--- src/rtl/dcm_multi_phaseshift_ctrl_if.sv ---
// Host register-side bundle for the multi-DCM phase-shift controller.
// The host (master) issues load strobes and the controller (slave) reports status and tracked phase.
interface dcm_multi_phaseshift_ctrl_if #(
  parameter int N_CH    = 2,
  parameter int PHASE_W = 9
);
  localparam int CH_W = (N_CH > 1) ? $clog2(N_CH) : 1;

  logic [CH_W-1:0]           ch_sel_i;
  logic [PHASE_W-1:0]        value_i;
  logic                      load_i;
  logic                      busy_o;
  logic                      done_o;
  logic [1:0]                err_code_o;
  logic [N_CH*PHASE_W-1:0]   value_o;

  modport master (
    output ch_sel_i, value_i, load_i,
    input  busy_o, done_o, err_code_o, value_o
  );

  modport slave (
    input  ch_sel_i, value_i, load_i,
    output busy_o, done_o, err_code_o, value_o
  );
endinterface

--- src/rtl/dcm_multi_phaseshift_ctrl.sv ---
// Walks the PSEN/PSINCDEC port of N_CH DCMs one unit step at a time toward a clamped signed target.
// First PSEN one cycle after an accepted load; loads while busy (or to a missing channel) are dropped.
module dcm_multi_phaseshift_ctrl #(
  parameter int N_CH      = 2,
  parameter int PHASE_W   = 9,
  parameter int MAX_PHASE = 255,
  parameter int TIMEOUT   = 1023
) (
  input  logic                         clk_i,
  input  logic                         reset_n_i,
  dcm_multi_phaseshift_ctrl_if.slave   host,
  output logic [N_CH-1:0]              dcm_psen_o,
  output logic [N_CH-1:0]              dcm_psincdec_o,
  input  logic [N_CH-1:0]              dcm_psdone_i,
  input  logic [N_CH-1:0]              dcm_ovf_i,
  input  logic [N_CH-1:0]              dcm_locked_i,
  input  logic [N_CH-1:0]              dcm_rst_i
);
  localparam int CH_W = (N_CH > 1) ? $clog2(N_CH) : 1;
  localparam int TO_W = $clog2(TIMEOUT + 1);
  localparam logic [TO_W-1:0]           TO_LAST = TO_W'(TIMEOUT - 1);
  localparam logic signed [PHASE_W-1:0] MAXP    = PHASE_W'(MAX_PHASE);
  localparam logic signed [PHASE_W-1:0] MINP    = -MAXP;
  localparam logic signed [PHASE_W-1:0] ONE     = PHASE_W'(1);

  typedef enum logic [1:0] {IDLE, STEP, WAIT, FIN} state_t;

  state_t                      state;
  logic [CH_W-1:0]             ch;
  logic signed [PHASE_W-1:0]   target;
  logic signed [PHASE_W-1:0]   phase [N_CH];
  logic [TO_W-1:0]             tmo;
  logic                        busy;
  logic                        done;
  logic [1:0]                  err;

  logic signed [PHASE_W-1:0]   req_val;
  logic signed [PHASE_W-1:0]   req_clamped;
  logic signed [PHASE_W-1:0]   cur_sel;
  logic signed [PHASE_W-1:0]   cur_act;
  logic signed [PHASE_W-1:0]   next_act;
  logic [N_CH-1:0]             sel_oh;
  logic [N_CH-1:0]             act_oh;
  logic                        ch_ok;
  logic                        locked_sel;
  logic                        locked_act;
  logic                        psdone_act;
  logic                        ovf_act;
  logic                        rst_act;
  logic                        up_req;
  logic                        step_ok;

  always_comb begin
    req_val     = $signed(host.value_i);
    req_clamped = req_val;
    if (req_val > MAXP) begin
      req_clamped = MAXP;
    end else if (req_val < MINP) begin
      req_clamped = MINP;
    end
    ch_ok   = int'(host.ch_sel_i) < N_CH;
    sel_oh  = '0;
    act_oh  = '0;
    cur_sel = '0;
    cur_act = '0;
    for (int k = 0; k < N_CH; k++) begin
      if (int'(host.ch_sel_i) == k) begin
        sel_oh[k] = 1'b1;
        cur_sel   = phase[k];
      end
      if (int'(ch) == k) begin
        act_oh[k] = 1'b1;
        cur_act   = phase[k];
      end
    end
    locked_sel = |(dcm_locked_i & sel_oh);
    locked_act = |(dcm_locked_i & act_oh);
    psdone_act = |(dcm_psdone_i & act_oh);
    ovf_act    = |(dcm_ovf_i & act_oh);
    rst_act    = |(dcm_rst_i & act_oh);
    up_req     = req_clamped > cur_sel;
    // Saturating unit step; the tracked phase never wraps past +/-MAX_PHASE.
    if (target > cur_act) begin
      next_act = (cur_act >= MAXP) ? MAXP : cur_act + ONE;
    end else begin
      next_act = (cur_act <= MINP) ? MINP : cur_act - ONE;
    end
    step_ok = (state == WAIT) && psdone_act && !ovf_act && !rst_act && locked_act;
  end

  always_ff @(posedge clk_i or negedge reset_n_i) begin
    if (!reset_n_i) begin
      state          <= IDLE;
      ch             <= '0;
      target         <= '0;
      tmo            <= '0;
      busy           <= 1'b0;
      done           <= 1'b0;
      err            <= 2'd0;
      dcm_psen_o     <= '0;
      dcm_psincdec_o <= '0;
      for (int k = 0; k < N_CH; k++) begin
        phase[k] <= '0;
      end
    end else begin
      done <= 1'b0;
      case (state)
        IDLE: begin
          if (host.load_i && ch_ok) begin
            ch     <= host.ch_sel_i;
            target <= req_clamped;
            busy   <= 1'b1;
            err    <= 2'd0;
            if (!locked_sel) begin
              err   <= 2'd3;
              state <= FIN;
            end else if (req_clamped == cur_sel) begin
              state <= FIN;
            end else begin
              state          <= STEP;
              dcm_psen_o     <= sel_oh;
              dcm_psincdec_o <= up_req ? sel_oh : '0;
            end
          end
        end
        STEP: begin
          dcm_psen_o <= '0;
          tmo        <= '0;
          if (rst_act || !locked_act) begin
            err            <= 2'd3;
            dcm_psincdec_o <= '0;
            state          <= FIN;
          end else begin
            state <= WAIT;
          end
        end
        WAIT: begin
          tmo <= tmo + 1'b1;
          if (rst_act || !locked_act) begin
            err            <= 2'd3;
            dcm_psincdec_o <= '0;
            state          <= FIN;
          end else if (psdone_act) begin
            if (ovf_act) begin
              err            <= 2'd2;
              dcm_psincdec_o <= '0;
              state          <= FIN;
            end else if (next_act == target) begin
              dcm_psincdec_o <= '0;
              state          <= FIN;
            end else begin
              state          <= STEP;
              dcm_psen_o     <= act_oh;
              dcm_psincdec_o <= (target > next_act) ? act_oh : '0;
            end
          end else if (tmo == TO_LAST) begin
            err            <= 2'd1;
            dcm_psincdec_o <= '0;
            state          <= FIN;
          end
        end
        FIN: begin
          done  <= 1'b1;
          busy  <= 1'b0;
          state <= IDLE;
          if (rst_act) begin
            err <= 2'd3;
          end
        end
        default: state <= IDLE;
      endcase
      // A DCM reset wins over a same-cycle PSDONE update on that channel.
      for (int k = 0; k < N_CH; k++) begin
        if (dcm_rst_i[k]) begin
          phase[k] <= '0;
        end else if (step_ok && act_oh[k]) begin
          phase[k] <= next_act;
        end
      end
    end
  end

  assign host.busy_o     = busy;
  assign host.done_o     = done;
  assign host.err_code_o = err;

  for (genvar g = 0; g < N_CH; g++) begin : g_val
    assign host.value_o[g*PHASE_W +: PHASE_W] = phase[g];
  end
endmodule

--- src/flat_wrapper.sv ---
// flat-port wrapper written by rule: the top's interface ports become plain ports
module dcm_multi_phaseshift_ctrl_flat 
#(
  parameter int N_CH      = 2,
  parameter int PHASE_W   = 9,
  parameter int MAX_PHASE = 255,
  parameter int TIMEOUT   = 1023
)
  (clk_i, reset_n_i, dcm_psen_o, dcm_psincdec_o, dcm_psdone_i, dcm_ovf_i, dcm_locked_i, dcm_rst_i, host_ch_sel_i, host_value_i, host_load_i, host_busy_o, host_done_o, host_err_code_o, host_value_o);
  dcm_multi_phaseshift_ctrl_if #(.N_CH(N_CH), .PHASE_W(PHASE_W)) host_i ();
  input  logic clk_i;
  input  logic reset_n_i;
  output logic [N_CH-1:0] dcm_psen_o;
  output logic [N_CH-1:0] dcm_psincdec_o;
  input  logic [N_CH-1:0] dcm_psdone_i;
  input  logic [N_CH-1:0] dcm_ovf_i;
  input  logic [N_CH-1:0] dcm_locked_i;
  input  logic [N_CH-1:0] dcm_rst_i;
  input wire logic [$bits(host_i.ch_sel_i)-1:0] host_ch_sel_i;
  input wire logic [$bits(host_i.value_i)-1:0] host_value_i;
  input wire logic [$bits(host_i.load_i)-1:0] host_load_i;
  output wire logic [$bits(host_i.busy_o)-1:0] host_busy_o;
  output wire logic [$bits(host_i.done_o)-1:0] host_done_o;
  output wire logic [$bits(host_i.err_code_o)-1:0] host_err_code_o;
  output wire logic [$bits(host_i.value_o)-1:0] host_value_o;
  assign host_i.ch_sel_i = host_ch_sel_i;
  assign host_i.value_i = host_value_i;
  assign host_i.load_i = host_load_i;
  assign host_busy_o = host_i.busy_o;
  assign host_done_o = host_i.done_o;
  assign host_err_code_o = host_i.err_code_o;
  assign host_value_o = host_i.value_o;
  dcm_multi_phaseshift_ctrl #(.N_CH(N_CH), .PHASE_W(PHASE_W), .MAX_PHASE(MAX_PHASE), .TIMEOUT(TIMEOUT)) u_core (.clk_i(clk_i), .reset_n_i(reset_n_i), .host(host_i), .dcm_psen_o(dcm_psen_o), .dcm_psincdec_o(dcm_psincdec_o), .dcm_psdone_i(dcm_psdone_i), .dcm_ovf_i(dcm_ovf_i), .dcm_locked_i(dcm_locked_i), .dcm_rst_i(dcm_rst_i));
endmodule
--- config.mk ---
export PLATFORM = sky130hd
export DESIGN_NAME = dcm_multi_phaseshift_ctrl_flat
export DESIGN_NICKNAME = d
export VERILOG_FILES = /design/src/rtl/dcm_multi_phaseshift_ctrl_if.sv /design/src/rtl/dcm_multi_phaseshift_ctrl.sv /design/src/flat_wrapper.sv
export SDC_FILE = /design/constraint.sdc
export NUM_CORES = 1
export LEC_CHECK = 0
export CORE_MARGIN = 5
export CORE_UTILIZATION = 62
export DETAILED_ROUTE_END_ITERATION = 8
export GPL_ROUTABILITY_DRIVEN = 1
export GPL_TIMING_DRIVEN = 1
export PLACE_DENSITY = 0.87
export REMOVE_ABC_BUFFERS = 1
export SKIP_CTS_REPAIR_TIMING = 1
export SYNTH_ARGS = -nofsm -noshare
export SYNTH_HDL_FRONTEND = slang
export SYNTH_SLANG_ARGS = --single-unit
--- constraint.sdc ---
create_clock -name clk_i -period 10.8 [get_ports clk_i]
set_input_delay 1.08 -clock clk_i [delete_from_list [all_inputs] [get_ports clk_i]]
set_output_delay 1.08 -clock clk_i [all_outputs]
set_load 0.02 [all_outputs]
; ---- Word-level counts from Yosys, hierarchy flattened
; Index checks and enable logic that the tools add are counted.
[classes]
addsub = 3
n_lt_le_gt_ge = 7
eq_ne = 17
muxes = 58
n_bitwise = 5
reduce_logical = 27
[ops]
columns = operator, count
row1 = $mux W9, 11
row2 = $mux W2, 34
row3 = $gt A9 B9 Y1, 3
row4 = $pmux W10 S2, 1
row5 = $eq A9 B9 Y1, 2
row6 = $pmux W2 S4, 2
row7 = $pmux W2 S3, 2
row8 = $add A10 B1 Y10 const B, 1
row9 = $and A2 B2 Y2, 5
row10 = $eq A10 B10 Y1 const B, 1
row11 = $ne A2 B2 Y1 const B, 5
row12 = $reduce_or A2 Y1, 5
row13 = $add A9 B2 Y9 const B, 1
row14 = $ge A9 B9 Y1 const B, 1
row15 = $gt A9 B9 Y1 const B, 1
row16 = $le A9 B9 Y1 const B, 1
row17 = $lt A9 B9 Y1 const B, 1
row18 = $sub A9 B2 Y9 const B, 1
row19 = $ne A2 B1 Y1 const B, 4
row20 = $reduce_and A8 Y1, 1
row21 = $reduce_bool A2 Y1, 4
row22 = $mux W1, 7
row23 = $logic_and A1 B1 Y1, 6
row24 = $reduce_and A2 Y1, 3
row25 = 11 further kinds, 14
[totals]
register_bits = 48
in_bits = 21
out_inout_bits = 26

; ---- Logic depth before layout (Yosys ltp)
; Gate-level depths: netlist of run 1.
[logic_depth]
depth_word = 11
depth_mapped = 23
depth_no_buf = 18

; ---- Least setup slack after synthesis of run 1
; No wires, ideal clock.
[synth_path]
path_kind = reg-to-reg
start = register u_core.ch
end = register u_core.dcm_psen_o[0]
arrival_ns = 4.843
required_time_ns = 10.675
path_slack_ns = 5.832
stages_incl_launch_ff = 23
period_less_slack_ns = 4.968
cell_sequence = dfrtp_1 -> buf_6 -> buf_6 -> buf_4 -> clkbuf_1 -> mux2i_1 -> inv_1 -> ha_1 -> nand4_1 -> a21o_1 -> nand2b_1 -> inv_1 -> ha_1 -> nor4_1 -> nor3_1 -> clkbuf_1 -> o21ai_0 -> ha_1 -> and4_1 -> and4_1 -> o31ai_1 -> nand3_1 -> mux2_2
[synth_via]
elab_chain_len = 7
elab_cells_between_ends = 32
[synth_rtl]
columns = element, line
row1 = start: declaration, dcm_multi_phaseshift_ctrl.sv:29  ; logic [CH_W-1:0] ch;
row2 = start signal: assignment, dcm_multi_phaseshift_ctrl.sv:110  ; ch <= host.ch_sel_i;
row3 = $mux W9 / $mux W1 (equally long branches), dcm_multi_phaseshift_ctrl.sv:71  ; if (int'(ch) == k) begin
row4 = $sub A9 B2 Y9 (tied with other cells), dcm_multi_phaseshift_ctrl.sv:86  ; next_act = (cur_act <= MINP) ? MINP : cur_act - ONE;
row5 = $mux W9 (tied with other cells), dcm_multi_phaseshift_ctrl.sv:86
row6 = $mux W9 / $logic_not A1 Y1 (equally long branches), "dcm_multi_phaseshift_ctrl.sv:83, dcm_multi_phaseshift_ctrl.sv:139"
row7 = $eq A9 B9 Y1 / $logic_or A1 B1 Y1 (equally long branches), "dcm_multi_phaseshift_ctrl.sv:148, dcm_multi_phaseshift_ctrl.sv:139"
row8 = $ne A2 B2 Y1 (no line), --
row9 = $reduce_and A8 Y1 (no line), --
row10 = end signal: assignment, dcm_multi_phaseshift_ctrl.sv:121  ; dcm_psen_o <= sel_oh;
row11 = end signal: assignment, dcm_multi_phaseshift_ctrl.sv:153  ; dcm_psen_o <= act_oh;
row12 = end: declaration, dcm_multi_phaseshift_ctrl.sv:12  ; output logic [N_CH-1:0] dcm_psen_o,
; Parallel ways exist; a longest one is shown, timed or not. The select of a mux whose other input is x is not followed.
; A chain may end at the register's enable or synchronous reset.

; ---- Final worst setup path of run 1
; Ends and elaborated chain as after synthesis.

==> results.cfg, run 1 <==
[yosys]
synth_area_per_cell_um2 = 8.80
ys.flop_type = dfrtp_1
ys_seq_area_share_pct = 29.0
ys_types = 71
synth_edf_count = 0
async_flop_share_pct = 100
syn-cell-area_um2 = 4140
synthCells = 470
ys_ff_latch = 48
yosys_warnings = 0

[routing]
drt_iter0_markers = 494
wire_per_inst_um = 21.8
dr.pass1.iters = 6
postRouteAntennaNets = 0
vias = 4107
drcViolationCount = 0
viasPerCell = 7.02
routed_wl_um = 12800

[timing]
worstMarginPinSlew_ps = 1120
timing.final.crit_share_pct = 51.0
rsz0062_at_grt = no
maxSlewViolCount = 0
finClkSkew_ps = 11.3
whs_ps = 518
setup_slack_ps = 5290
fmax_ghz = 0.182
setup_tns_ps = 0
hold_violations = 0
slew_headroom_pct = 24.7
setup_viol = 0
fin_crit_ps = 5510

[cells_and_area]
drive_gt1_share_pct = 7.28
fillCellCount = 484
layout_commonest_cell = dfrtp_1
fin_util_pct = 74.0
layout_common_cells = dfrtp_1 (48), clkdlybuf4s50_1 (45), o21ai_0 (44)
instances_no_fill = 585
nets = 567
area_growth_syn_to_layout_pct = 14.9
antenna-diode-count = 0
fin_area_um2 = 4750

[floorplanning]
die_y_um = 91.7
row_count = 29
start_util_pct = 64.4
die_w_um = 91.7
coreArea_um2 = 6420
ios = 47
dieArea_um2 = 8410

[worst_setup_path]
reg2reg_setup_slack_ps = 5290
worstPathRequired_ps = 11020
cp_common_cell = ha_1
end_kind = flip-flop
path_max_fanout = 40
cp_cell_sequence = buf_4, mux2i_1, inv_1, ha_1, nand4_1, a21o_1, nand2b_1, inv_1, ha_1, nor4_1, or3_1, o21ai_0, ha_1, and3_1, and4_1, o31ai_1, nand3_1, mux2_2
critPathMaxStageDelay_ps = 640
cp.arrival_ps = 5720
cp-start-kind = flip-flop
criticalPathCategory = flip-flop to flip-flop
cpMaxStageDelayCell = nor4_1

[cts]
cts_max_level = 2
clk_latency_ps = 320
cts_tree = built
cts_max_path_buffers = 2
path_clk_slew_ps = 100
clock-root-buffer = clkbuf_8
cts_inserted_buffers = 5
cts_sinks = 48

[place]
post-place-ws_ps = 5540
dp_hpwl_um = 9210
gp_congestion = 0.993
post_dp_cell_area_um2 = 4620
port_buffers = 46
dp.cells = 577

[global_route]
grt_pass1_wl_um = 20200
grt_max_degree = 49
grtUsageMet1_pct = 39.1
grt_overflow = 0
antenna_found_initial = 0
grtUsageTotal_pct = 30.2
grt_pass1_vias = 3865
gr-max-usage-layer = met2
grt_use_met3_pct = 8.18
gr-usage-met2_pct = 48.3

[power_and_ir_drop]
swShare_pct = 48.3
power.internal_uw = 624
total_power_mw = 1.21
p_per_area_nw_per_um2 = 254
combinationalPowerShare_pct = 64.1
ir_worst_vdd_v = 0.000133
switchingPower_uw = 583
clkPwrFrac_pct = 13.6
p_leak_nw = 2.15
seqPwrFrac_pct = 22.3

[min_path]
hp-class = flip-flop to flip-flop

[job]
maxCapViolCount = 0

[outcome]
outcome = finished clean
[power groups by stage]
| stage | sequential (mW) | combinational [mW] | clock [mW] |
|---|---|---|---|
| after global routing | 0.271 | 0.837 | 0.173 |
| after floorplan | 0.287 | 0.495 | 0 |
| after CTS | 0.266 | 0.746 | 0.165 |
| after detailed placement | 0.270 | 0.736 | 0 |
| final | 0.269 | 0.774 | 0.164 |
| after global placement | 0.267 | 0.720 | 0 |
[path summary, 6_finish.rpt]
check,startpoint,end,cells after the start
worst min-delay path,u_core.host.err_code_o[0],u_core.host.err_code_o[0],1
min in group asynchronous,reset_n_i,u_core.tmo[6],1
worst max-delay path,u_core.ch,u_core.dcm_psen_o[0],18
worst max register to register,u_core.ch,u_core.dcm_psen_o[0],18
max in group asynchronous,reset_n_i,u_core.host.value_o[13],1
worst min register to register,u_core.host.err_code_o[0],u_core.host.err_code_o[0],1
[routing by layer]
layer,vias up,part of all wire (%)
li1,1856,-
met1,1943,42
met2,257,45
met3,51,9.7
met4,0,3.5
met5,-,0
[worst max-delay path: cells and delay by family (launching register included)]
| kind | cells | cell delay (ps) |
|---|---|---|
| AOI/OAI and AO/OA | 3 | 760 |
| and+or+nand+nor | 7 | 2010 |
| muxes | 2 | 740 |
| buffers and inverters | 3 | 600 |
| adders and majority gates | 3 | 930 |
| DFF | 1 | 350 |
[cells in the mapped netlist, types with 3 or more instances]
cell type | count | area, um2
and4_1 | 3 | 26.3
nand3b_1 | 4 | 30.0
nor3b_1 | 6 | 45.0
and3_1 | 9 | 56.3
mux2_2 | 16 | 180
mux2i_1 | 21 | 210
a21oi_1 | 22 | 110
dfrtp_1 | 48 | 1200
inv_1 | 27 | 101
a31oi_1 | 5 | 31.3
buf_1 | 3 | 11.3
xnor2_1 | 7 | 61.3
a32o_1 | 4 | 40.0
nand4_1 | 7 | 43.8
a21o_1 | 8 | 60.1
nand3_1 | 19 | 95.1
or4_1 | 4 | 30.0
nor4_1 | 4 | 25.0
ha_1 | 39 | 488
o21a_1 | 5 | 37.5
or3_1 | 7 | 43.8
nand2_1 | 33 | 124
o21ai_0 | 44 | 220
nand2b_1 | 4 | 25.0
a211oi_1 | 7 | 52.6
nor2_1 | 17 | 63.8
o31ai_1 | 8 | 60.1
o22ai_1 | 3 | 18.8
nor3_1 | 12 | 60.1
nor2b_1 | 12 | 75.1
clkbuf_1 | 11 | 41.3
[cell families (layout without fill, tap and decap cells)]
logic type                 count (synthesis)  count (layout)  synth area share, %
buffers and inverters                     46              84                 4.66
muxes                                     37              37                 9.44
xor gates and xnor gates                   9               9                 1.91
AOI/OAI and AO/OA                        140             140                 22.8
and+or+nand+nor                          151             151                 20.3
adders and majority gates                 39              39                 11.8
DFF                                       48              48                 29.0
[state kept, by name, indices dropped and copies added, names as in the netlist]
name	cells
u_core.host.err_code_o	2
u_core.target	9
u_core.host.busy_o	1
u_core.host.done_o	1
u_core.dcm_psincdec_o	2
u_core.dcm_psen_o	2
u_core.ch	1
u_core.state	2
u_core.tmo	10
u_core.host.value_o	18
[final cells by class]
| type | instances | area [um2] | area share (%) |
|---|---|---|---|
| clock buffers | 5 | 68.8 | 1.45 |
| clock inverters | 3 | 68.8 | 1.45 |
| inverters | 28 | 105 | 2.21 |
| multi-input cells | 376 | 2740 | 57.7 |
| flip-flops and latches | 48 | 1200 | 25.3 |
| well taps | 77 | 96.3 | 2.03 |
| repair buffers | 48 | 470 | 9.90 |
Note: power is estimated with default switching activity, not from simulation.
==> inputs of run 2 (changes only) <==
- CORE_UTILIZATION: 62 -> 52
- PLACE_DENSITY: 0.87 -> 0.78
- clock period: 10.8 -> 4.7 ns (I/O delays scaled with it)
==> run 2 against run 1 <==
Against the previous run: global-route usage decreased by 4.4 points; hold slack got worse by 160 ps; largest power group unchanged; worst setup slack got worse by 5000 ps; clock power increased by 130%; largest cell class unchanged; sequential power increased by 130%; non-clock buffer count increased by 15; combinational power increased by 140%; maximum frequency increased by 25%; cell count increased by 6.8%.
==> results.cfg, run 2 (synthesis results as in run 1) <==
[cells_and_area]
drive_gt1_share_pct = 11.3
antenna-diode-count = 0
largest_register_ffs = 18
fillCellCount = 673
fin_util_pct = 64.0
area_growth_syn_to_layout_pct = 19.6
layout_common_cells = dfrtp_1 (48), clkdlybuf4s50_1 (45), o21ai_0 (44)
seq_area_um2 = 1200
layout_commonest_cell = dfrtp_1
nets = 582
multiInputGateArea_um2 = 2790

[worst_setup_path]
cp_common_cell = buf_4
worstPathRequired_ps = 4910
cp.arrival_ps = 4610
cp_num_buf_inv = 4
critPathMaxStageDelay_ps = 420
end_kind = flip-flop
cp_cell_sequence = buf_6, buf_4, mux2i_2, ha_1, nand4_1, o21ai_0, a221oi_1, buf_4, nor3_1, buf_4, nor2_1, o21ai_0, ha_1, and4_1, and4_1, o31ai_1, nand3_1, mux2_2
criticalPathCategory = flip-flop to flip-flop
crit_family = simple AND/OR/NAND/NOR gates
cp-start-kind = flip-flop
path_max_fanout = 24
cpMaxStageDelayCell = dfrtp_1

[min_path]
hp-class = primary input to async pin

[power_and_ir_drop]
switchingPower_mw = 1.32
seqPwrFrac_pct = 21.5
swShare_pct = 46.5
clkPwrFrac_pct = 13.2
p_leak_nw = 2.22
p_per_area_nw_per_um2 = 575
combinationalPowerShare_pct = 65.2
ir_worst_vdd_v = 0.000287
power.internal_mw = 1.52

[outcome]
outcome = finished clean

[cts]
cts_max_level = 2
cts_sinks = 48
path_clk_slew_ps = 100
cts_tree = built
clock-root-buffer = clkbuf_8
cts_max_path_buffers = 2
clk_latency_ps = 320
cts_inserted_buffers = 5

[place]
port_buffers = 46
gp_congestion = 0.960
post-place-ws_ps = 101
dp_hpwl_um = 9660

[global_route]
grt_pass1_wl_um = 20200
grt_overflow = 0
grt_pass1_vias = 3841
antenna_found_initial = 0
grtUsageTotal_pct = 25.8
grt_max_degree = 49

[job]
maxCapViolCount = 0

[floorplanning]
start_util_pct = 53.5
die_w_um = 99.2
ios = 47
coreArea_um2 = 7730
dieArea_um2 = 9840
die_y_um = 99.2
row_count = 32

[timing]
worstMarginPinSlew_ps = 1110
maxSlewViolCount = 0
setup_slack_ps = 296
fmax_ghz = 0.227
finClkSkew_ps = 6.49
timing.final.crit_share_pct = 93.7
setup_viol = 0
rsz0062_at_grt = no
fin_crit_ps = 4400
hold_violations = 0
slew_headroom_pct = 25.9

[routing]
viasPerCell = 6.36
drcViolationCount = 0
wire_per_inst_um = 20.3
postRouteAntennaNets = 0
routed_wl_um = 12700
vias = 3974
dr.pass1.iters = 6
drt_iter0_markers = 324
## run 2: per-layer routing
layer,vias to the layer above,track usage (%),part of all wire [%]
met5,-,0,0
met4,0,7.98,3.3
met3,39,5.26,6.9
met2,153,40.9,46
met1,1904,35.5,44
li1,1878,-,-
## run 2: per-stage QoR
step / instance area [um2] / std cells / power (mW) / setup TNS [ps] / hold WS, ps
after detailed placement: 4760 / 617 / 2.39 / 0 / 486
final: 4950 / 625 / 2.84 / 0 / 356
after global placement: 4760 / 617 / 2.36 / 0 / 475
after floorplan: 4050 / 452 / 1.80 / -476 / 174
after global routing: 4950 / 625 / 3.05 / 0 / 461
after CTS: 4900 / 625 / 2.78 / 0 / 409
## run 2: area by class of cell
| cell class | instances | share of cell area (%) |
|---|---|---|
| inverter | 28 | 2.12 |
| sequential | 48 | 24.3 |
| tap | 102 | 2.58 |
| clock buffer | 5 | 1.39 |
| timing repair buffer | 63 | 11.9 |
| multi-input combinational | 376 | 56.4 |
| clock inverter | 3 | 1.39 |
## run 2: power by group through the flow
| stage | clock (mW) | combinational (mW) | sequential [mW] |
|---|---|---|---|
| 2_1_floorplan | 0 | 1.14 | 0.659 |
| 3_3_place_gp | 0 | 1.75 | 0.615 |
| 3_5_place_dp | 0 | 1.78 | 0.618 |
| 4_1_cts | 0.383 | 1.79 | 0.609 |
| 5_1_grt | 0.396 | 2.04 | 0.621 |
| 6_report | 0.376 | 1.86 | 0.612 |
## run 2: worst paths after layout
kind	from	end	slack [ps]	cells after the start
min in group clk_i	u_core.target[0]	u_core.target[0]	510	2
min	reset_n_i	u_core.tmo[6]	360	1
max	u_core.ch	u_core.dcm_psen_o[1]	300	18
min reg2reg	u_core.target[0]	u_core.target[0]	510	2
max in group asynchronous	reset_n_i	u_core.ch	3660	1
max reg2reg	u_core.ch	u_core.dcm_psen_o[1]	300	18
